--- config.mk ---
export PLATFORM = sky130hd
export DESIGN_NAME = sprite_mem_arbiter_flat
export DESIGN_NICKNAME = d
export VERILOG_FILES = /design/src/rtl/sprite_mem_pkg.sv /design/src/rtl/sprite_mem_arbiter_if.sv /design/src/rtl/rr_picker.sv /design/src/rtl/sprite_mem_arbiter.sv /design/src/flat_wrapper.sv
export SDC_FILE = /design/constraint.sdc
export NUM_CORES = 1
export LEC_CHECK = 0
export CELL_PAD_IN_SITES_DETAIL_PLACEMENT = 0
export CELL_PAD_IN_SITES_GLOBAL_PLACEMENT = 1
export CORE_AREA = 2 2 167 169
export DETAILED_ROUTE_END_ITERATION = 10
export DIE_AREA = 0 0 169 171
export PLACE_DENSITY = 0.78
export SKIP_CTS_REPAIR_TIMING = 1
export SLEW_MARGIN = 40
export SYNTH_ARGS = -nofsm -noshare
export SYNTH_HDL_FRONTEND = slang
export SYNTH_SLANG_ARGS = --single-unit
--- constraint.sdc ---
create_clock -name clk -period 2.55 [get_ports clk]
set_input_delay 0.255 -clock clk [delete_from_list [all_inputs] [get_ports clk]]
set_output_delay 0.255 -clock clk [all_outputs]
set_load 0.02 [all_outputs]
--- src/rtl/sprite_mem_pkg.sv ---
// Shared types and constants for the sprite memory arbiter.
// Requester indices double as bit positions in req/lock/we/gnt/rvalid.
package sprite_mem_pkg;

   localparam int DEF_ADDR_W = 8;
   localparam int DEF_DATA_W = 64;
   localparam int NREQ       = 3;

   localparam int REQ_MOVE = 0;
   localparam int REQ_COLL = 1;
   localparam int REQ_CPU  = 2;

   typedef enum logic {IDLE, OWN} state_e;

   function automatic logic [1:0] oh2idx(input logic [NREQ-1:0] oh);
      logic [1:0] idx;
      idx = 2'(REQ_MOVE);
      if (oh[REQ_COLL]) idx = 2'(REQ_COLL);
      if (oh[REQ_CPU])  idx = 2'(REQ_CPU);
      return idx;
   endfunction

endpackage

--- src/rtl/sprite_mem_arbiter_if.sv ---
// Requester and memory-side bundle of the sprite memory arbiter.
// slave = arbiter view; master = requesters plus the RAM model driving mem_rdata.
interface sprite_mem_arbiter_if
   import sprite_mem_pkg::*;
#(
   parameter int ADDR_W = DEF_ADDR_W,
   parameter int DATA_W = DEF_DATA_W
);
   logic [NREQ-1:0]        req;
   logic [NREQ-1:0]        lock;
   logic [NREQ-1:0]        we;
   logic [NREQ*ADDR_W-1:0] addr;
   logic [NREQ*DATA_W-1:0] wdata;
   logic [NREQ-1:0]        gnt;
   logic [NREQ-1:0]        rvalid;
   logic [DATA_W-1:0]      rdata;
   logic                   lock_expired;
   logic                   mem_we;
   logic [ADDR_W-1:0]      mem_addr;
   logic [DATA_W-1:0]      mem_wdata;
   logic [DATA_W-1:0]      mem_rdata;

   modport slave (
      input  req, lock, we, addr, wdata, mem_rdata,
      output gnt, rvalid, rdata, lock_expired, mem_we, mem_addr, mem_wdata
   );

   modport master (
      output req, lock, we, addr, wdata, mem_rdata,
      input  gnt, rvalid, rdata, lock_expired, mem_we, mem_addr, mem_wdata
   );
endinterface

--- src/rtl/rr_picker.sv ---
// Combinational 3-way round-robin pick: first set req bit from rr_ptr upward, wrapping.
// Zero latency; no backpressure.
module rr_picker
   import sprite_mem_pkg::*;
(
   input  logic [NREQ-1:0] req,
   input  logic [1:0]      rr_ptr,
   output logic [NREQ-1:0] win_oh,
   output logic            any
);

   logic [1:0] idx;

   always_comb begin
      win_oh = '0;
      idx    = rr_ptr;
      for (int k = 0; k < NREQ; k++) begin
         if (win_oh == '0 && req[idx]) win_oh[idx] = 1'b1;
         idx = (idx == 2'(NREQ - 1)) ? 2'd0 : idx + 2'd1;
      end
   end

   assign any = |req;

endmodule

--- src/rtl/sprite_mem_arbiter.sv ---
// Round-robin arbiter with capped lock for the single-port sprite RAM; grant 1 cycle after req, rvalid 1 cycle after gnt.
// Requesters hold req until granted; a lock keeps ownership for at most LOCK_MAX consecutive cycles.
module sprite_mem_arbiter
   import sprite_mem_pkg::*;
#(
   parameter int ADDR_W   = DEF_ADDR_W,
   parameter int DATA_W   = DEF_DATA_W,
   parameter int LOCK_MAX = 16
)(
   input logic                 clk,
   input logic                 rst_n,
   sprite_mem_arbiter_if.slave bus
);

   localparam logic [7:0] LOCK_MAX_C = 8'(LOCK_MAX);

   state_e            state_q, state_d;
   logic [1:0]        owner_q, owner_d;
   logic [1:0]        rr_ptr_q, rr_ptr_d;
   logic [7:0]        lock_cnt_q, lock_cnt_d;
   logic [NREQ-1:0]   rvalid_q, rvalid_d;
   logic              lock_expired_q, lock_expired_d;
   logic [ADDR_W-1:0] addr_hold_q, addr_hold_d;
   logic [DATA_W-1:0] wdata_hold_q, wdata_hold_d;

   logic              own_req, own_lock, own_we;
   logic [ADDR_W-1:0] own_addr;
   logic [DATA_W-1:0] own_wdata;
   logic              gnt_any, keep, expire, pick_any;
   logic [NREQ-1:0]   gnt, win_oh;
   logic [1:0]        win_idx;

   rr_picker u_picker (
      .req    (bus.req),
      .rr_ptr (rr_ptr_q),
      .win_oh (win_oh),
      .any    (pick_any)
   );

   assign win_idx = oh2idx(win_oh);

   always_comb begin
      own_req   = 1'b0;
      own_lock  = 1'b0;
      own_we    = 1'b0;
      own_addr  = '0;
      own_wdata = '0;
      for (int i = 0; i < NREQ; i++) begin
         if (owner_q == 2'(i)) begin
            own_req   = bus.req[i];
            own_lock  = bus.lock[i];
            own_we    = bus.we[i];
            own_addr  = bus.addr[i*ADDR_W +: ADDR_W];
            own_wdata = bus.wdata[i*DATA_W +: DATA_W];
         end
      end
   end

   // A granted owner keeps the bus only while it still requests and holds lock under the cap.
   assign gnt_any = (state_q == OWN) && own_req;
   assign gnt     = gnt_any ? (NREQ'(1) << owner_q) : '0;
   assign keep    = gnt_any && own_lock && (lock_cnt_q != LOCK_MAX_C);
   assign expire  = gnt_any && own_lock && (lock_cnt_q == LOCK_MAX_C);

   always_comb begin
      state_d        = state_q;
      owner_d        = owner_q;
      rr_ptr_d       = rr_ptr_q;
      lock_cnt_d     = lock_cnt_q;
      if (keep) begin
         lock_cnt_d = lock_cnt_q + 8'd1;
      end else if (pick_any) begin
         state_d    = OWN;
         owner_d    = win_idx;
         rr_ptr_d   = (win_idx == 2'(NREQ - 1)) ? 2'd0 : win_idx + 2'd1;
         lock_cnt_d = 8'd1;
      end else begin
         state_d    = IDLE;
         lock_cnt_d = 8'd0;
      end
      rvalid_d       = gnt & ~bus.we;
      lock_expired_d = expire;
      addr_hold_d    = gnt_any ? own_addr  : addr_hold_q;
      wdata_hold_d   = gnt_any ? own_wdata : wdata_hold_q;
   end

   always_ff @(posedge clk or negedge rst_n) begin
      if (!rst_n) begin
         state_q        <= IDLE;
         owner_q        <= 2'd0;
         rr_ptr_q       <= 2'd0;
         lock_cnt_q     <= 8'd0;
         rvalid_q       <= '0;
         lock_expired_q <= 1'b0;
         addr_hold_q    <= '0;
         wdata_hold_q   <= '0;
      end else begin
         state_q        <= state_d;
         owner_q        <= owner_d;
         rr_ptr_q       <= rr_ptr_d;
         lock_cnt_q     <= lock_cnt_d;
         rvalid_q       <= rvalid_d;
         lock_expired_q <= lock_expired_d;
         addr_hold_q    <= addr_hold_d;
         wdata_hold_q   <= wdata_hold_d;
      end
   end

   assign bus.gnt          = gnt;
   assign bus.rvalid       = rvalid_q;
   assign bus.rdata        = bus.mem_rdata;
   assign bus.lock_expired = lock_expired_q;
   assign bus.mem_we       = gnt_any & own_we;
   assign bus.mem_addr     = gnt_any ? own_addr  : addr_hold_q;
   assign bus.mem_wdata    = gnt_any ? own_wdata : wdata_hold_q;

endmodule

--- src/flat_wrapper.sv ---
// flat-port wrapper written by rule: the top's interface ports become plain ports
module sprite_mem_arbiter_flat import sprite_mem_pkg::*;
#(
   parameter int ADDR_W   = DEF_ADDR_W,
   parameter int DATA_W   = DEF_DATA_W,
   parameter int LOCK_MAX = 16
)
  (clk, rst_n, bus_req, bus_lock, bus_we, bus_addr, bus_wdata, bus_mem_rdata, bus_gnt, bus_rvalid, bus_rdata, bus_lock_expired, bus_mem_we, bus_mem_addr, bus_mem_wdata);
  sprite_mem_arbiter_if #(.ADDR_W(ADDR_W), .DATA_W(DATA_W)) bus_i ();
  input logic clk;
  input logic rst_n;
  input wire logic [$bits(bus_i.req)-1:0] bus_req;
  input wire logic [$bits(bus_i.lock)-1:0] bus_lock;
  input wire logic [$bits(bus_i.we)-1:0] bus_we;
  input wire logic [$bits(bus_i.addr)-1:0] bus_addr;
  input wire logic [$bits(bus_i.wdata)-1:0] bus_wdata;
  input wire logic [$bits(bus_i.mem_rdata)-1:0] bus_mem_rdata;
  output wire logic [$bits(bus_i.gnt)-1:0] bus_gnt;
  output wire logic [$bits(bus_i.rvalid)-1:0] bus_rvalid;
  output wire logic [$bits(bus_i.rdata)-1:0] bus_rdata;
  output wire logic [$bits(bus_i.lock_expired)-1:0] bus_lock_expired;
  output wire logic [$bits(bus_i.mem_we)-1:0] bus_mem_we;
  output wire logic [$bits(bus_i.mem_addr)-1:0] bus_mem_addr;
  output wire logic [$bits(bus_i.mem_wdata)-1:0] bus_mem_wdata;
  assign bus_i.req = bus_req;
  assign bus_i.lock = bus_lock;
  assign bus_i.we = bus_we;
  assign bus_i.addr = bus_addr;
  assign bus_i.wdata = bus_wdata;
  assign bus_i.mem_rdata = bus_mem_rdata;
  assign bus_gnt = bus_i.gnt;
  assign bus_rvalid = bus_i.rvalid;
  assign bus_rdata = bus_i.rdata;
  assign bus_lock_expired = bus_i.lock_expired;
  assign bus_mem_we = bus_i.mem_we;
  assign bus_mem_addr = bus_i.mem_addr;
  assign bus_mem_wdata = bus_i.mem_wdata;
  sprite_mem_arbiter #(.ADDR_W(ADDR_W), .DATA_W(DATA_W), .LOCK_MAX(LOCK_MAX)) u_core (.clk(clk), .rst_n(rst_n), .bus(bus_i));
endmodule
==> flow_summary_export.csv, run 1 <==
group,metric,value,unit
timing,tightest_slew,0.6859,ns
route,firstDrtPassIters,6,
route,route.top_layer_used,"met5",
timing,setup_viol,0,
route,viasPerCell,4.434,
clocking,clock_latency,0.35,ns
route,route.met2.wl,10690,um
clocking,path_clk_slew,0.08,ns
cells_and_area,fillers,2864,
route,drcViolationCount,0,
logic_synthesis,synth_cell_type_count,39,
logic_synthesis,synth_top_area_share,40.39,%
global_route,grt_usage,14.07,%
critical_path,cp-end-kind,"primary output",
cells_and_area,area_growth,69.21,%
global_route,grt_pass1_vias,5415,
cells_and_area,nets,1163,
cells_and_area,final_cell_count_no_fill,1221,
logic_synthesis,synth_top_area_cell,"dfrtp_1",
route,via_count,5414,
placement,gp_congestion,0.7767,
timing,fin_crit,2.469,ns
route,drt-met1-wl,8342,um
cells_and_area,finish.utilization,33.77,%
cells_and_area,multi_input_area,2585,um2
route,drtIter0Drc,216,
route,routed-wl-met3,1916,um
critical_path,crit_start,"u_core.owner_q[1]$_DFFE_PN0P_",
logic_synthesis,synth-seq-area-share,40.39,%
global_route,antenna_found_initial,1,
logic_synthesis,ys_warn_count,0,
worst_hold_path,hold_path_class,"input port to register",
die,rows,61,
critical_path,crit_path_top_delay_cell,"dfrtp_4",
die,fp.dieH,171,um
timing,clock.fmax,0.4050,GHz
critical_path,reg2reg_from,"u_core.owner_q[1]$_DFFE_PN0P_",
flow_run,drv_cap,0,
timing,timing.slew.headroom,54.28,%
clocking,cts.sinks,88,
timing,rsz0062_at_grt,"true",
worst_hold_path,hp-start,"bus_we[1]",
clocking,tritoncts,"done",
cells_and_area,seq_area,2210,um2
logic_synthesis,ys_ff_latch,88,
logic_synthesis,synthesis.nets,895,
placement,portBuffers,306,
die,fp.dieW,169,um
pwr,p_leak,4.295,nW
die,dieArea,28900,um2
route,detail_route.wl_per_cell,17.66,um
cells_and_area,final_cell_mix,"clkdlybuf4s50_1 (229), o21ai_0 (107), dfrtp_1 (86), mux2i_1 (70), dlymetal6s2s_1 (57)",
placement,place_inst,1200,
critical_path,cp.arrival,2.21,ns
cells_and_area,mostFrequentLayoutCell,"clkdlybuf4s50_1",
critical_path,crit_type,"register to primary output",
timing,hold_viol_final,0,
clocking,cts_made_buffers,9,
global_route,grt.overflow.total,0,
critical_path,required,2.30,ns
die,start_util,19.96,%
clocking,cts_max_level,3,
route,routed_wl,21560,um
placement,place_hpwl,16560,um
critical_path,crit_chain,"mux2i_4 -> o21ai_2 -> nand2_4 -> buf_4 -> a221o_1 -> dlymetal6s2s_1",
logic_synthesis,syn-cell-area,5453,um2
cells_and_area,diodes,0,
critical_path,cpPeakStageDelay,0.54,ns
global_route,grt_max_degree,48,
cells_and_area,drive_above_1_share,15.43,%
timing,fin_crit_sh,96.84,%
cells_and_area,finalInstanceArea,9226,um2
route,ant_nets,0,
logic_synthesis,synthCells,602,
die,coreArea,27320,um2
timing,final-max-slew-violation-count,0,
critical_path,cp_max_fo,11,
outcome,status,"finished, final reports clean",
die,io_pins,435,
pwr,power_density,1200,nW/um2
critical_path,startpoint_type,"register",
pwr,peakVddDrop,556.3,uV
timing,whs,0.4656,ns
clocking,clk_path_buf_depth,2,
logic_synthesis,synth_area_leaders,"dfrtp_1 (40%), mux2i_1 (13%), o21ai_0 (10%), buf_4 (8.9%), mux2_2 (6.0%)",
timing,skew,0.01078,ns
placement,placed_area,8810,um2
global_route,grt_pass1_wl,30950,um
clocking,ctsRootBufferMaster,"clkbuf_16",
logic_synthesis,syn_avg_cell_area,9.058,um2
## logic make-up (layout without fill, tap and decap cells)
family / Yosys count / after routing / synth area share, %
compound gates: 169 / 169 / 16.68
simple gates: 120 / 120 / 9.454
buf+inv: 117 / 390 / 13.03
mux: 100 / 100 / 19.02
flops: 88 / 88 / 40.39
xor+xnor: 6 / 6 / 0.9637
fa+ha+maj: 2 / 2 / 0.4589
## cell type report
type | count | area share [%]
Clock buffer | 9 | 2.441
Clock inverter | 7 | 0.7459
Inverter | 7 | 0.2848
Multi-Input combinational cell | 397 | 28.02
Sequential cell | 88 | 23.95
Tap cell | 346 | 4.692
Timing Repair Buffer | 367 | 39.87
## metrics by stage
stage	worst slack, ns	TNS, ns	total power, mW
2_1_floorplan	0.2633	0	6.370
3_3_place_gp	-0.2536	-13.65	10.00
3_5_place_dp	-0.3485	-18.79	10.09
4_1_cts	-0.4507	-26.40	11.54
5_1_grt	-0.02243	-0.03401	11.87
6_report	0.08065	0	11.07
## layer usage
metal / GRT usage, % / up-vias
met5: 0 / -
met4: 5.054 / 2
met3: 4.927 / 44
met2: 24.98 / 274
met1: 15.58 / 2527
li1: - / 2567
## registers in the layout (all words and copies together), names as in the netlist
signal and count:
u_core.wdata_hold_q 64, u_core.rr_ptr_q 2, u_core.addr_hold_q 8, u_core.lock_cnt_q 8, u_core.owner_q 1, u_core.state_q 1
u_core.bus.lock_expired 1, u_core.bus.rvalid 3
## worst max-delay path: cells and delay by family (launching register included)
kind | cells | cell delay (ns)
DFF | 1 | 0.54
muxes | 1 | 0.22
and+or+nand+nor | 1 | 0.10
AOI/OAI and AO/OA | 2 | 0.58
buffers and inverters | 2 | 0.41
## where the power goes
group	internal, mW	switching (mW)	total (mW)
sequential	2.03	0.197	2.23
clock	0.694	0.671	1.36
combinational	3.42	4.06	7.48
## cell usage after synthesis
cell type and count:
a211oi_1 1, nand2b_1 1, nand4_1 2, nor4_1 2
xor2_1 4, buf_2 15, dfrtp_1 88, clkbuf_1 21
o32ai_1 1, or4_4 1, and2_1 2, o211a_1 1
nor3_1 9, nand2_1 36, a221o_1 4, nand3_1 4
o21a_1 1, o221ai_1 1, nor2b_1 3, and3_1 3
a21boi_0 1, a22oi_1 4, nand3b_1 1, ha_1 2
mux2i_1 71, buf_6 1, xnor2_1 2, a2bb2oi_1 1
buf_4 65, a221oi_2 1, mux2_2 29, o21ai_1 1
inv_1 7, buf_1 7, a21oi_1 42, nor4b_1 1
nor2_1 55, o21ai_0 110, clkbuf_2 1
## path summary, 6_finish.rpt
kind / endpoint / slack (ns) / cells past startpoint
max: bus_mem_wdata[60] / 0.08 / 6
min: u_core.bus.rvalid[1]$_DFF_PN0_ / 0.47 / 2
max reg2reg: u_core.owner_q[1]$_DFFE_PN0P_ / 0.36 / 7
min reg2reg: u_core.wdata_hold_q[53]$_DFF_PN0_ / 0.49 / 1
max in group asynchronous: u_core.rr_ptr_q[1]$_DFFE_PN0P_ / 1.36 / 3
min in group asynchronous: u_core.bus.rvalid[1]$_DFF_PN0_ / 0.49 / 2
No activity file was read; power rests on OpenSTA's default activity.
==> run 2: changes to the inputs <==
Settings changed: CORE_AREA 2 2 167 169 to 2 2 169 171, DIE_AREA 0 0 169 171 to 0 0 171 173, DONT_BUFFER_PORTS set to 1, HOLD_SLACK_MARGIN set to 0.1, PLACE_DENSITY 0.78 to 0.47.
==> run 2 against run 1 <==
Die area up 2.4%. Worst setup slack better by 0.027 ns. Clock power about the same. Fmax up 1.1%. Core utilization down 11 points. Non-clock buffer count down 303. First-iteration DRC count down 25%. Final cell count down 22%. Hold slack worse by 0.35 ns. Global-route usage down 1.8 points. Critical path depth down 1.
==> flow_summary_export.csv, run 2 (same netlist as run 1, synthesis figures left out) <==
group,metric,value,unit
outcome,status,"finished, final reports clean",
global_route,grt.overflow.total,0,
global_route,grtUsageMet3,3.182,%
cells_and_area,largest_register_ffs,64,
die,fp.dieH,173,um
timing,rsz0062_at_grt,"true",
critical_path,cp.arrival,2.19,ns
cells_and_area,reg_top3,"u_core.wdata_hold_q: 64 flops, u_core.addr_hold_q: 8 flops, u_core.lock_cnt_q: 8 flops",
worst_hold_path,hp-start,"bus_req[1]",
critical_path,reg2reg_depth,7,
clocking,clk_path_buf_depth,2,
route,viasPerCell,4.543,
timing,timing.slew.headroom,50.88,%
pwr,p_leak,2.473,nW
timing,clock.fmax,0.4094,GHz
global_route,met1_usage,12.34,%
pwr,peakVddDrop,671.9,uV
route,drcViolationCount,0,
critical_path,crit_chain,"mux2i_2 -> o21ai_4 -> nand2_8 -> buf_4 -> a221o_1",
critical_path,crit_type,"register to primary output",
clocking,clock_latency,0.35,ns
critical_path,r2r_end,"u_core.rr_ptr_q[0]$_DFFE_PN0P_",
route,routed_wl,19760,um
cells_and_area,nets,861,
die,dieArea,29580,um2
placement,gp_congestion,0.7439,
timing,fin_crit_sh,95.79,%
flow_run,drv_cap,0,
clocking,cts.sinks,88,
critical_path,crit_path_top_delay_cell,"dfrtp_4",
critical_path,startpoint_type,"register",
cells_and_area,area_growth,13.74,%
clocking,cts_max_level,3,
timing,hold_viol_final,0,
die,fp.dieW,171,um
global_route,grt_pass1_vias,4458,
critical_path,cp_max_fo,14,
cells_and_area,drive_above_1_share,19.41,%
clocking,ctsRootBufferMaster,"clkbuf_16",
critical_path,cpPeakStageDelay,0.52,ns
placement,place_hpwl,13950,um
timing,setup_viol,0,
global_route,grt-busiest-layer,"met2",
critical_path,required,2.30,ns
clocking,path_clk_slew,0.07,ns
global_route,grt_max_degree,89,
worst_hold_path,worstHoldPathCells,2,
die,io_pins,435,
global_route,antenna_found_initial,1,
timing,skew,0.006186,ns
route,drtIter0Drc,161,
cells_and_area,finalInstanceArea,6202,um2
clocking,cts_made_buffers,9,
route,firstDrtPassIters,5,
critical_path,cp-end-kind,"primary output",
die,coreArea,27630,um2
cells_and_area,finish.utilization,22.45,%
timing,final-max-slew-violation-count,0,
cells_and_area,mostFrequentLayoutCell,"o21ai_0",
timing,tightest_slew,0.7292,ns
critical_path,r2r_setup_slack,0.23,ns
die,start_util,19.74,%
pwr,power_density,1550,nW/um2
route,via_count,4320,
timing,fin_crit,2.443,ns
global_route,met2_usage,23.22,%
cells_and_area,final_cell_mix,"o21ai_0 (99), dfrtp_1 (86), mux2i_1 (70), nor2_1 (55), buf_4 (48)",
cells_and_area,regMostFlops,"u_core.wdata_hold_q",
placement,placed_area,5710,um2
worst_hold_path,min_to,"u_core.lock_cnt_q[0]$_DFF_PN0_",
placement,portBuffers,0,
die,rows,61,
worst_hold_path,hold_path_class,"input port to register",
route,ant_nets,0,
global_route,grt_usage,12.28,%
global_route,grt_pass1_wl,26900,um
critical_path,reg2reg_from,"u_core.owner_q[1]$_DFFE_PN0P_",
route,detail_route.wl_per_cell,20.77,um
clocking,tritoncts,"done",
==> run 2: cell types whose count changed in the layout (fill, tap and decap cells not counted), sizes merged, moves of 4 or more <==
cell,previous run,this run
dlymetal6s2s,57,0
buf,61,57
inv,12,7
dlygate4sd3,1,6
clkdlybuf4s50,229,0
clkbuf,28,12
==> run 2: power by group <==
group	total, mW	switching [mW]	internal (mW)	leakage [nW]
logic	6.00	3.84	2.16	1.24
registers	2.25	0.216	2.03	1.09
clock network	1.37	0.594	0.778	0.145
==> run 2: area by class of cell <==
type,instances,area (um2)
sequential,88,2207
multi-input combinational,398,2604
clock inverter,4,45.04
clock buffer,11,242.7
fill,3040,21430
inverter,7,26.28
tap,378,473.0
antenna,1,2.502
timing repair buffer,64,601.8
==> run 2: layer usage <==
metal  wire length (um)  vias up
met3               1447       56
met2              10600      237
met4                522        0
met5                  0        -
met1               7181     2067
li1                   -     1960
==> run 2: how the worst max path moves through the flow <==
stage / from / to / slack, ns
2_1_floorplan: u_core.state_q$_DFFE_PN0N_ / bus_mem_wdata[12] / 0.26
3_3_place_gp: u_core.owner_q[1]$_DFFE_PN0P_ / bus_mem_wdata[41] / 0.21
3_5_place_dp: u_core.owner_q[1]$_DFFE_PN0P_ / bus_mem_wdata[39] / 0.17
4_1_cts: u_core.owner_q[1]$_DFFE_PN0P_ / bus_mem_wdata[52] / -0.24
5_1_grt: u_core.owner_q[1]$_DFFE_PN0P_ / bus_mem_wdata[8] / -0.003
6_report: u_core.owner_q[1]$_DFFE_PN0P_ / bus_mem_wdata[41] / 0.11
==> run 2: worst max-delay path, delay by kind of cell, from the launching register on <==
kind,cells,cell delay [ns]
mux,1,0.21
flops,1,0.52
buf+inv,1,0.23
simple gates,1,0.15
compound gates,2,0.72
==> run 2: per-stage QoR <==
step / setup TNS (ns) / power (mW) / setup WS (ns) / hold WS [ns] / cells
6_report: 0 / 9.615 / 0.1074 / 0.1136 / 951
5_1_grt: -0.005758 / 10.31 / -0.003385 / 0.1318 / 950
4_1_cts: -11.74 / 9.491 / -0.2354 / -0.4290 / 938
3_5_place_dp: 0 / 8.067 / 0.1660 / -0.03817 / 923
3_3_place_gp: 0 / 7.946 / 0.2076 / -0.03823 / 923
2_1_floorplan: 0 / 6.370 / 0.2633 / -0.04059 / 602
==> run 3: changes to the inputs <==
Settings changed: CORE_AREA 2 2 169 171 to 2 2 171 173, DIE_AREA 0 0 171 173 to 0 0 173 175, PLACE_DENSITY 0.47 to 0.46.
==> run 3 against run 2 <==
Combinational power increased by 2%. Clock skew grew 0.0026 ns. Final cell count up 0.84%. Fmax down 1.1%. Power increased by 1.4%. Hold slack lost 0.0044 ns. Flip-flop and latch count unchanged. Core utilization shrank 0.32 points. Global-route usage decreased by 1.1 points. Wire length is 6.5% lower. Critical path type unchanged.
==> flow_summary_export.csv, run 3 (same netlist as run 1, synthesis figures left out) <==
group,metric,value,unit
outcome,status,"finished, final reports clean",
timing,setup_viol,0,
timing,timing.slew.headroom,56.98,%
clocking,ctsRootBufferMaster,"clkbuf_16",
timing,skew,0.008804,ns
route,route.top_layer_used,"met4",
flow_run,drv_cap,0,
critical_path,crit_type,"register to primary output",
placement,portBuffers,0,
clocking,cts_made_buffers,9,
route,viasPerCell,4.455,
global_route,grt_pass1_wl,25940,um
clocking,tritoncts,"done",
timing,clock.fmax,0.4050,GHz
cells_and_area,drive_above_1_share,20.03,%
clocking,clock_latency,0.35,ns
timing,fin_crit_sh,96.83,%
timing,final-max-slew-violation-count,0,
critical_path,cp_max_fo,27,
pwr,peakVddDrop,446.6,uV
cells_and_area,regMostFlops,"u_core.wdata_hold_q",
worst_hold_path,hold_path_class,"input port to register",
route,drtIter0Drc,145,
die,dieArea,30280,um2
global_route,grt_max_degree,89,
die,fp.dieH,175,um
clocking,cts.sinks,88,
die,rows,62,
cells_and_area,fillers,3127,
die,io_pins,435,
clocking,cts_max_level,3,
route,routed-wl-met3,1738,um
critical_path,reg2reg_depth,5,
clocking,clk_path_buf_depth,2,
placement,place_inst,929,
route,ant_nets,0,
cells_and_area,nets,862,
critical_path,cp-end-kind,"primary output",
die,start_util,19.21,%
timing,tightest_slew,0.6394,ns
worst_hold_path,hp-start,"bus_req[1]",
placement,place_hpwl,12590,um
critical_path,startpoint_type,"register",
route,via_count,4272,
cells_and_area,largest_register_ffs,64,
placement,gp_congestion,0.8608,
global_route,grt_pass1_vias,4430,
critical_path,reg2reg_from,"u_core.owner_q[1]$_DFFE_PN0P_",
global_route,grt.overflow.total,0,
pwr,p_leak,2.494,nW
pwr,power_density,1551,nW/um2
cells_and_area,reg_top3,"u_core.wdata_hold_q: 64 flops, u_core.addr_hold_q: 8 flops, u_core.lock_cnt_q: 8 flops",
global_route,antenna_found_initial,1,
critical_path,required,2.30,ns
cells_and_area,final_cell_mix,"o21ai_0 (100), dfrtp_1 (86), mux2i_1 (70), nor2_1 (55), buf_4 (49)",
critical_path,r2r_setup_slack,0.24,ns
critical_path,r2r_end,"u_core.rr_ptr_q[1]$_DFFE_PN0P_",
timing,rsz0062_at_grt,"true",
placement,placed_area,5748,um2
cells_and_area,mostFrequentLayoutCell,"o21ai_0",
route,detail_route.wl_per_cell,19.26,um
die,fp.dieW,173,um
route,drt-met1-wl,6995,um
critical_path,crit_start,"u_core.owner_q[1]$_DFFE_PN0P_",
critical_path,endpoint,"bus_mem_wdata[43]",
route,routed_wl,18470,um
cells_and_area,area_growth,15.21,%
pwr,finalPower,9.747,mW
cells_and_area,finalInstanceArea,6282,um2
die,coreArea,28390,um2
critical_path,cp.arrival,2.21,ns
route,route.met2.wl,9289,um
timing,timing.setup.tns,0,ns
global_route,grt_usage,11.19,%
route,drcViolationCount,0,
clocking,path_clk_slew,0.07,ns
route,firstDrtPassIters,4,
cells_and_area,final_cell_count_no_fill,959,
timing,hold_viol_final,0,
timing,fin_crit,2.469,ns
## run 3: how the worst min path moves through the flow
stage | endpoint | cells after the start | slack [ns]
floorplan | u_core.addr_hold_q[0]$_DFF_PN0_ | 0 | -0.04
detailed placement | u_core.wdata_hold_q[45]$_DFF_PN0_ | 0 | -0.04
global route | u_core.lock_cnt_q[0]$_DFF_PN0_ | 2 | 0.11
global placement | u_core.wdata_hold_q[45]$_DFF_PN0_ | 0 | -0.04
CTS | u_core.wdata_hold_q[46]$_DFF_PN0_ | 0 | -0.43
finish | u_core.lock_cnt_q[0]$_DFF_PN0_ | 2 | 0.11
## run 3: power by group
group	switching, mW	leakage, nW	internal, mW
registers	0.204	1.09	2.03
logic	3.85	1.26	2.26
clock network	0.623	0.146	0.788
total	4.67	2.49	5.07
## run 3: area by class of cell
| cell class | count | area, um2 | area share, % |
|---|---|---|---|
| multi-input combinational | 398 | 2616 | 41.65 |
| tap | 384 | 480.5 | 7.648 |
| sequential | 88 | 2207 | 35.13 |
| antenna | 1 | 2.502 | 0.03983 |
| timing repair buffer | 65 | 650.6 | 10.36 |
| clock inverter | 5 | 56.30 | 0.8962 |
| clock buffer | 11 | 242.7 | 3.864 |
| inverter | 7 | 26.28 | 0.4182 |
## run 3: metal layers
layer	global-route usage, %	up-vias
met1	11.76	2006
met5	0	-
met3	4.460	31
li1	-	1967
met4	4.626	0
met2	19.88	268
## run 3: through the flow
stage                     util (%)  hold slack [ns]  setup slack [ns]
after CTS                    21.30          -0.4275           -0.1310
after floorplan                  -         -0.04059            0.2633
after global placement       20.24         -0.03800            0.2124
after detailed placement     20.24         -0.03772            0.2018
final                        22.13           0.1092           0.08080
after global routing         22.12           0.1082         -0.008873
## run 3: worst max-delay path: stages (launching register included)
cell and delay (ns):
dfrtp_4 0.52, mux2i_2 0.36, o21ai_4 0.15, nand2_8 0.17, buf_16 0.21, mux2_2 0.43
